`src/rtl/ctrl_pkg.sv`:
```
// Shared opcode, ALUOp and control-bundle definitions for the control pipeline.
package ctrl_pkg;

  localparam logic [6:0] OP_R      = 7'b0110011;
  localparam logic [6:0] OP_I      = 7'b0010011;
  localparam logic [6:0] OP_LOAD   = 7'b0000011;
  localparam logic [6:0] OP_STORE  = 7'b0100011;
  localparam logic [6:0] OP_BRANCH = 7'b1100011;
  localparam logic [6:0] OP_JAL    = 7'b1101111;
  localparam logic [6:0] OP_JALR   = 7'b1100111;
  localparam logic [6:0] OP_LUI    = 7'b0110111;
  localparam logic [6:0] OP_AUIPC  = 7'b0010111;

  localparam logic [1:0] ALUOP_ADD   = 2'b00;
  localparam logic [1:0] ALUOP_BR    = 2'b01;
  localparam logic [1:0] ALUOP_FUNCT = 2'b10;
  localparam logic [1:0] ALUOP_PASSB = 2'b11;

  typedef struct packed {
    logic       valid;
    logic       branch;
    logic       jump;
    logic       jalr;
    logic       mem_read;
    logic       memto_reg;
    logic       mem_write;
    logic       alu_src;
    logic       reg_write;
    logic       pc_add;
    logic [1:0] alu_op;
  } ex_ctrl_t;

  typedef struct packed {
    logic valid;
    logic mem_read;
    logic mem_write;
    logic memto_reg;
    logic reg_write;
  } mem_ctrl_t;

  typedef struct packed {
    logic valid;
    logic memto_reg;
    logic reg_write;
  } wb_ctrl_t;

  localparam ex_ctrl_t  EX_CTRL_ZERO  = '0;
  localparam mem_ctrl_t MEM_CTRL_ZERO = '0;
  localparam wb_ctrl_t  WB_CTRL_ZERO  = '0;

endpackage

```
`src/rtl/ctrl_decode.sv`:
```
// ID-stage main decoder: opcode to EX control bundle, plus source-register usage.
module ctrl_decode
  import ctrl_pkg::*;
#(
  parameter int unsigned EN_JUMP = 1
) (
  input  logic       valid,
  input  logic [6:0] opcode,
  output ex_ctrl_t   ctrl,
  output logic       uses_rs1,
  output logic       uses_rs2
);

  always_comb begin
    ctrl = EX_CTRL_ZERO;
    if (valid) begin
      case (opcode)
        OP_R: begin
          ctrl.valid     = 1'b1;
          ctrl.reg_write = 1'b1;
          ctrl.alu_op    = ALUOP_FUNCT;
        end
        OP_I: begin
          ctrl.valid     = 1'b1;
          ctrl.alu_src   = 1'b1;
          ctrl.reg_write = 1'b1;
          ctrl.alu_op    = ALUOP_FUNCT;
        end
        OP_LOAD: begin
          ctrl.valid     = 1'b1;
          ctrl.mem_read  = 1'b1;
          ctrl.memto_reg = 1'b1;
          ctrl.alu_src   = 1'b1;
          ctrl.reg_write = 1'b1;
          ctrl.alu_op    = ALUOP_ADD;
        end
        OP_STORE: begin
          ctrl.valid     = 1'b1;
          ctrl.mem_write = 1'b1;
          ctrl.alu_src   = 1'b1;
          ctrl.alu_op    = ALUOP_ADD;
        end
        OP_BRANCH: begin
          ctrl.valid  = 1'b1;
          ctrl.branch = 1'b1;
          ctrl.alu_op = ALUOP_BR;
        end
        OP_JAL: if (EN_JUMP != 0) begin
          ctrl.valid     = 1'b1;
          ctrl.jump      = 1'b1;
          ctrl.reg_write = 1'b1;
          ctrl.alu_op    = ALUOP_ADD;
        end
        OP_JALR: if (EN_JUMP != 0) begin
          ctrl.valid     = 1'b1;
          ctrl.jump      = 1'b1;
          ctrl.jalr      = 1'b1;
          ctrl.alu_src   = 1'b1;
          ctrl.reg_write = 1'b1;
          ctrl.alu_op    = ALUOP_ADD;
        end
        OP_LUI: if (EN_JUMP != 0) begin
          ctrl.valid     = 1'b1;
          ctrl.alu_src   = 1'b1;
          ctrl.reg_write = 1'b1;
          ctrl.alu_op    = ALUOP_PASSB;
        end
        OP_AUIPC: if (EN_JUMP != 0) begin
          ctrl.valid     = 1'b1;
          ctrl.pc_add    = 1'b1;
          ctrl.alu_src   = 1'b1;
          ctrl.reg_write = 1'b1;
          ctrl.alu_op    = ALUOP_ADD;
        end
        default: ;
      endcase
    end
  end

  assign uses_rs1 = !(opcode inside {OP_LUI, OP_AUIPC, OP_JAL});
  assign uses_rs2 = opcode inside {OP_R, OP_STORE, OP_BRANCH};

endmodule

```
`src/rtl/ctrl_pipe.sv`:
```
// Control pipeline: decodes ID, detects load-use hazards and carries control
// through the ID/EX, EX/MEM and MEM/WB stage registers.
module ctrl_pipe
  import ctrl_pkg::*;
#(
  parameter int unsigned REG_AW    = 5,
  parameter int unsigned ALUOP_W   = 2,
  parameter int unsigned EN_JUMP   = 1,
  parameter int unsigned EN_HAZARD = 1
) (
  input  logic                  clk,
  input  logic                  rst_n,
  input  logic                  id_valid,
  input  logic [6:0]            id_opcode,
  input  logic [REG_AW-1:0]     id_rs1,
  input  logic [REG_AW-1:0]     id_rs2,
  input  logic [REG_AW-1:0]     id_rd,
  input  logic                  ex_flush,
  output logic                  hazard_stall,
  output logic [10+ALUOP_W-1:0] ex_ctrl,
  output logic [REG_AW-1:0]     ex_rd,
  output logic [4:0]            mem_ctrl,
  output logic [REG_AW-1:0]     mem_rd,
  output logic [2:0]            wb_ctrl,
  output logic [REG_AW-1:0]     wb_rd
);

  ex_ctrl_t            dec_ctrl;
  logic                uses_rs1;
  logic                uses_rs2;
  ex_ctrl_t            ex_q;
  mem_ctrl_t           mem_q;
  wb_ctrl_t            wb_q;
  logic [REG_AW-1:0]   ex_rd_q;
  logic [REG_AW-1:0]   mem_rd_q;
  logic [REG_AW-1:0]   wb_rd_q;
  logic                rs1_hit;
  logic                rs2_hit;
  logic                bubble;

  ctrl_decode #(
    .EN_JUMP (EN_JUMP)
  ) u_decode (
    .valid    (id_valid),
    .opcode   (id_opcode),
    .ctrl     (dec_ctrl),
    .uses_rs1 (uses_rs1),
    .uses_rs2 (uses_rs2)
  );

  // Only a valid load in EX can create a load-use dependency; x0 never does.
  always_comb begin
    rs1_hit      = uses_rs1 && (ex_rd_q == id_rs1);
    rs2_hit      = uses_rs2 && (ex_rd_q == id_rs2);
    hazard_stall = 1'b0;
    if (EN_HAZARD != 0)
      hazard_stall = id_valid && ex_q.valid && ex_q.mem_read &&
                     (ex_rd_q != '0) && (rs1_hit || rs2_hit);
  end

  assign bubble = ex_flush || hazard_stall;

  always_ff @(posedge clk or negedge rst_n) begin
    if (!rst_n) begin
      ex_q    <= EX_CTRL_ZERO;
      ex_rd_q <= '0;
    end else if (bubble) begin
      ex_q    <= EX_CTRL_ZERO;
      ex_rd_q <= '0;
    end else begin
      ex_q    <= dec_ctrl;
      ex_rd_q <= id_rd;
    end
  end

  always_ff @(posedge clk or negedge rst_n) begin
    if (!rst_n) begin
      mem_q    <= MEM_CTRL_ZERO;
      mem_rd_q <= '0;
      wb_q     <= WB_CTRL_ZERO;
      wb_rd_q  <= '0;
    end else begin
      mem_q    <= '{valid:     ex_q.valid,
                    mem_read:  ex_q.mem_read,
                    mem_write: ex_q.mem_write,
                    memto_reg: ex_q.memto_reg,
                    reg_write: ex_q.reg_write};
      mem_rd_q <= ex_rd_q;
      wb_q     <= '{valid:     mem_q.valid,
                    memto_reg: mem_q.memto_reg,
                    reg_write: mem_q.reg_write};
      wb_rd_q  <= mem_rd_q;
    end
  end

  assign ex_ctrl  = {ex_q[$bits(ex_ctrl_t)-1:2], ALUOP_W'(ex_q.alu_op)};
  assign ex_rd    = ex_rd_q;
  assign mem_ctrl = mem_q;
  assign mem_rd   = mem_rd_q;
  assign wb_ctrl  = wb_q;
  assign wb_rd    = wb_rd_q;

endmodule
```
`config.mk`:
```
export PLATFORM = sky130hd
export DESIGN_NAME = ctrl_pipe
export DESIGN_NICKNAME = d
export VERILOG_FILES = /design/src/rtl/ctrl_pkg.sv /design/src/rtl/ctrl_decode.sv /design/src/rtl/ctrl_pipe.sv
export SDC_FILE = /design/constraint.sdc
export NUM_CORES = 1
export LEC_CHECK = 0
export BUFFER_PORTS_ARGS = -buffer_cell sky130_fd_sc_hd__buf_2
export CELL_PAD_IN_SITES_DETAIL_PLACEMENT = 0
export CELL_PAD_IN_SITES_GLOBAL_PLACEMENT = 1
export CORE_MARGIN = 1
export CORE_UTILIZATION = 38
export CTS_BUF_LIST = sky130_fd_sc_hd__clkbuf_16
export CTS_CLUSTER_SIZE = 30
export DETAILED_ROUTE_END_ITERATION = 7
export GPL_TIMING_DRIVEN = 0
export PLACE_DENSITY = 0.81
export SLEW_MARGIN = 25
export SYNTH_ARGS = -nofsm -noshare
export SYNTH_HDL_FRONTEND = slang
export SYNTH_SLANG_ARGS = --single-unit
```
`constraint.sdc`:
```
create_clock -name clk -period 2.91 [get_ports clk]
set_input_delay 0.1455 -clock clk [delete_from_list [all_inputs] [get_ports clk]]
set_output_delay 0.1455 -clock clk [all_outputs]
set_load 0.005 [all_outputs]
```
==> key figures <==
Outcome
  • Status: completed

Cells and area
  • ANT cells: 0
  • Syn-to-layout area delta: 37.7%
  • Filler cell count: around 300
  • Design Area, Final: 1920 um^2
  • Share of cells above drive strength 1: 0.455
  • Most frequent cells in the layout: buf_2, dfrtp_1, xnor2_1, nor3_1, nor2_1
  • Commonest non-fill, non-tap cell in the layout: buf_2
  • Fin nets: around 200

Worst setup path
  • Crit Path Max Fanout: 6
  • Kind of critical path: register to output port
  • Crit end category: output port
  • CP required: roughly 2800 ps
  • Worst Path Arrival: 1960 ps
  • Worst r2r src: ex_rd[3]$_DFF_PN0_
  • Crit-path max cell delay: approximately 580 ps
  • Reg2Reg Setup Slack: 1130 ps
  • Worst reg2reg endpoint: ex_ctrl[1]$_DFF_PN0_
  • Worst-path cell with the longest stage delay: or4_4
  • Worst Setup Start Kind: register
  • Worst Reg2Reg Path Length in Cells: 5
  • Crit-path cells: or4_4 > o21ai_2 > nor4_2 > or2_2 > buf_2

CTS
  • CTS sink cnt: 33
  • Worst-skew pair later-pin latency: 270 ps
  • CTS resizes: 0
  • Maximum clock path buffer count: 2
  • CTS tree: done
  • Num CTS Buffers: 5
  • CTS clock-pin slew for the worst setup and hold paths: approximately 50 ps
  • CTS root buffer: clkbuf_16
  • Htree depth: 2

Die
  • Initial Util: 0.408
  • Die Area: 3910 um^2
  • Die span in y: approximately 63 um
  • I/O pin total: 62
  • Rows: 21
  • Die Span X: 62.6 um
  • Core area: between 3000 and 4000 um^2

STA
  • Fmax: 474 MHz
  • Clock skew: between 4 and 5 ps
  • Setup Viol. Count Final: 0
  • Minimum clock period: approximately 2100 ps
  • Fin. Hold Viols: 0
  • RSZ-0062 raised after global routing: false
  • Setup TNS: 0 ps
  • Max-slew headroom: 0.522
  • Tcrit/Tclk final: 0.724
  • Worst slew pin tran: 717 ps
  • Max Slew Vio Count: 0

Drt
  • DRT antenna net count: 0
  • Post-DR wirelength/cell: ~13 um
  • Vias per cell: a little under 5
  • DR vias: roughly 1100
  • Drt first pass iters: 4
  • Final wirelength: 2970 um
  • DR DRC count: 0
  • Initial drt markers: 90

Placed design
  • Placer Congestion: 0.781
  • Area after DPL: between 1500 and 2000 um^2
  • Detailed placement HPWL: around 2300 um
  • Port bufs: 59

Power
  • Max VDD drop: 0.000230 V
  • P_leak: around 1 nW
  • Pwr Density: 596 nW/um^2

Synth
  • Cells after Synth: 110
  • Synthesized cell area: ~1400 um^2
  • Syn nets: approximately 140
  • Unique masters post-synth: 35
  • Syn_area_per_cell: around 13 um^2
  • #FFs+latches synth: 33
  • Register area share after synthesis: 0.592
  • YS warnings: 0

Worst hold path
  • Hold Path Class: input port to register
  • Worst Hold Path EP: ex_ctrl[8]$_DFF_PN0_
  • Hold Path Depth: 2
  • Hold path start: id_opcode[3]

Global route
  • GRT overflow: 0
  • Largest net degree at the start of global routing: 34
  • Grt met1 use: 0.209
  • Met3 Use GR: 0.0602
  • Global Route met2 Usage: 0.266
  • First-pass GRT wire length: 4960 um
  • GR peak layer: met2
  • Initial antenna violation count: 0
  • Total Routing Usage GR: 0.169
  • Vias in the first global route: between 900 and 1000

Run
  • Max_cap viols: 0
report_power, final:
part           switching, W  internal (W)
sequential       0.00000965      0.000472
clock              0.000173      0.000397
combinational     0.0000484     0.0000447
total              0.000231      0.000913
worst max-delay path by stage:
stage	start	end	slack, ps
after floorplan	ex_rd[2]$_DFF_PN0_	ex_rd[3]$_DFF_PN0_	1230
after global placement	ex_rd[2]$_DFF_PN0_	hazard_stall	1080
after detailed placement	ex_rd[2]$_DFF_PN0_	hazard_stall	1080
after CTS	ex_rd[2]$_DFF_PN0_	hazard_stall	790
after global routing	ex_rd[3]$_DFF_PN0_	hazard_stall	600
final	ex_rd[2]$_DFF_PN0_	hazard_stall	800
Yosys cell counts, drive strengths merged:
master  number  area share
o21ai        2      0.0099
o211ai       1      0.0054
nand3        6       0.022
nor3b        1      0.0054
nor4         4       0.033
nor4b        5       0.042
buf          6       0.030
nor3        10       0.036
a211o        2       0.013
and3         1      0.0045
or2          1      0.0045
a2111o       1      0.0081
nand2        4       0.011
clkbuf       1      0.0099
a21bo        1      0.0072
inv          1      0.0027
or4          2       0.013
nand2b       1      0.0045
dfrtp       33        0.59
nor2         8       0.027
or3          2      0.0090
xnor2       10       0.063
nand3b       2       0.020
o31ai        2       0.011
nand4b       2       0.013
nand4        1      0.0045
per-layer routing:
metal | vias up | share of wire
li1 | 526 | -
met1 | 506 | 0.43
met2 | 53 | 0.47
met3 | 4 | 0.080
met4 | 0 | 0.015
met5 | - | 0
final cells by class:
cell class | count | area (um^2) | area share
buffer | 7 | 55.1 | 0.0287
clock buffer | 5 | 125 | 0.0652
clock inverter | 3 | 37.5 | 0.0196
inverter | 1 | 3.75 | 0.00196
multi-input combinational | 69 | 509 | 0.265
sequential | 33 | 826 | 0.430
tap | 46 | 57.6 | 0.0300
timing repair buffer | 60 | 305 | 0.159
timing repair:
item | 4_1_cts | 5_1_grt
hold buffers | 1 | 0
buffers inserted | 0 | 0
endpoints found under the hold margin | 33 | 0
worst max-delay path: cells and delay by family, from the launching register on:
kind | cells | cell delay [ps]
flip-flops | 1 | 430
AND/OR/NAND/NOR | 3 | 980
buffers and inverters | 1 | 130
AO/OA/AOI/OAI | 1 | 170
metrics by stage:
| stage | hold WS, ps | power, W | std cells | setup WS [ps] | util |
|---|---|---|---|---|---|
| global placement | 215 | 0.000579 | 215 | 1080 | 0.511 |
| floorplan | -150 | 0.000532 | 110 | 1230 | - |
| detailed placement | 225 | 0.000582 | 215 | 1080 | 0.511 |
| global route | 129 | 0.00119 | 224 | 603 | 0.562 |
| finish | 132 | 0.00114 | 224 | 802 | 0.562 |
| CTS | 124 | 0.00115 | 224 | 788 | 0.562 |
state kept, by name, summed over array words and instances, names as in the netlist:
| register | cells |
|---|---|
| mem_ctrl | 4 |
| ex_rd | 5 |
| ex_ctrl | 11 |
| mem_rd | 5 |
| wb_ctrl | 3 |
| wb_rd | 5 |
logic make-up (layout without fill, tap and decap cells):
family / Yosys count / count (layout) / synth area share
buf+inv: 8 / 76 / 0.0422
simple gates: 50 / 50 / 0.249
flops: 33 / 33 / 0.592
compound gates: 9 / 9 / 0.0539
xor+xnor: 10 / 10 / 0.0628
Note: power is estimated with default switching activity, not from simulation.
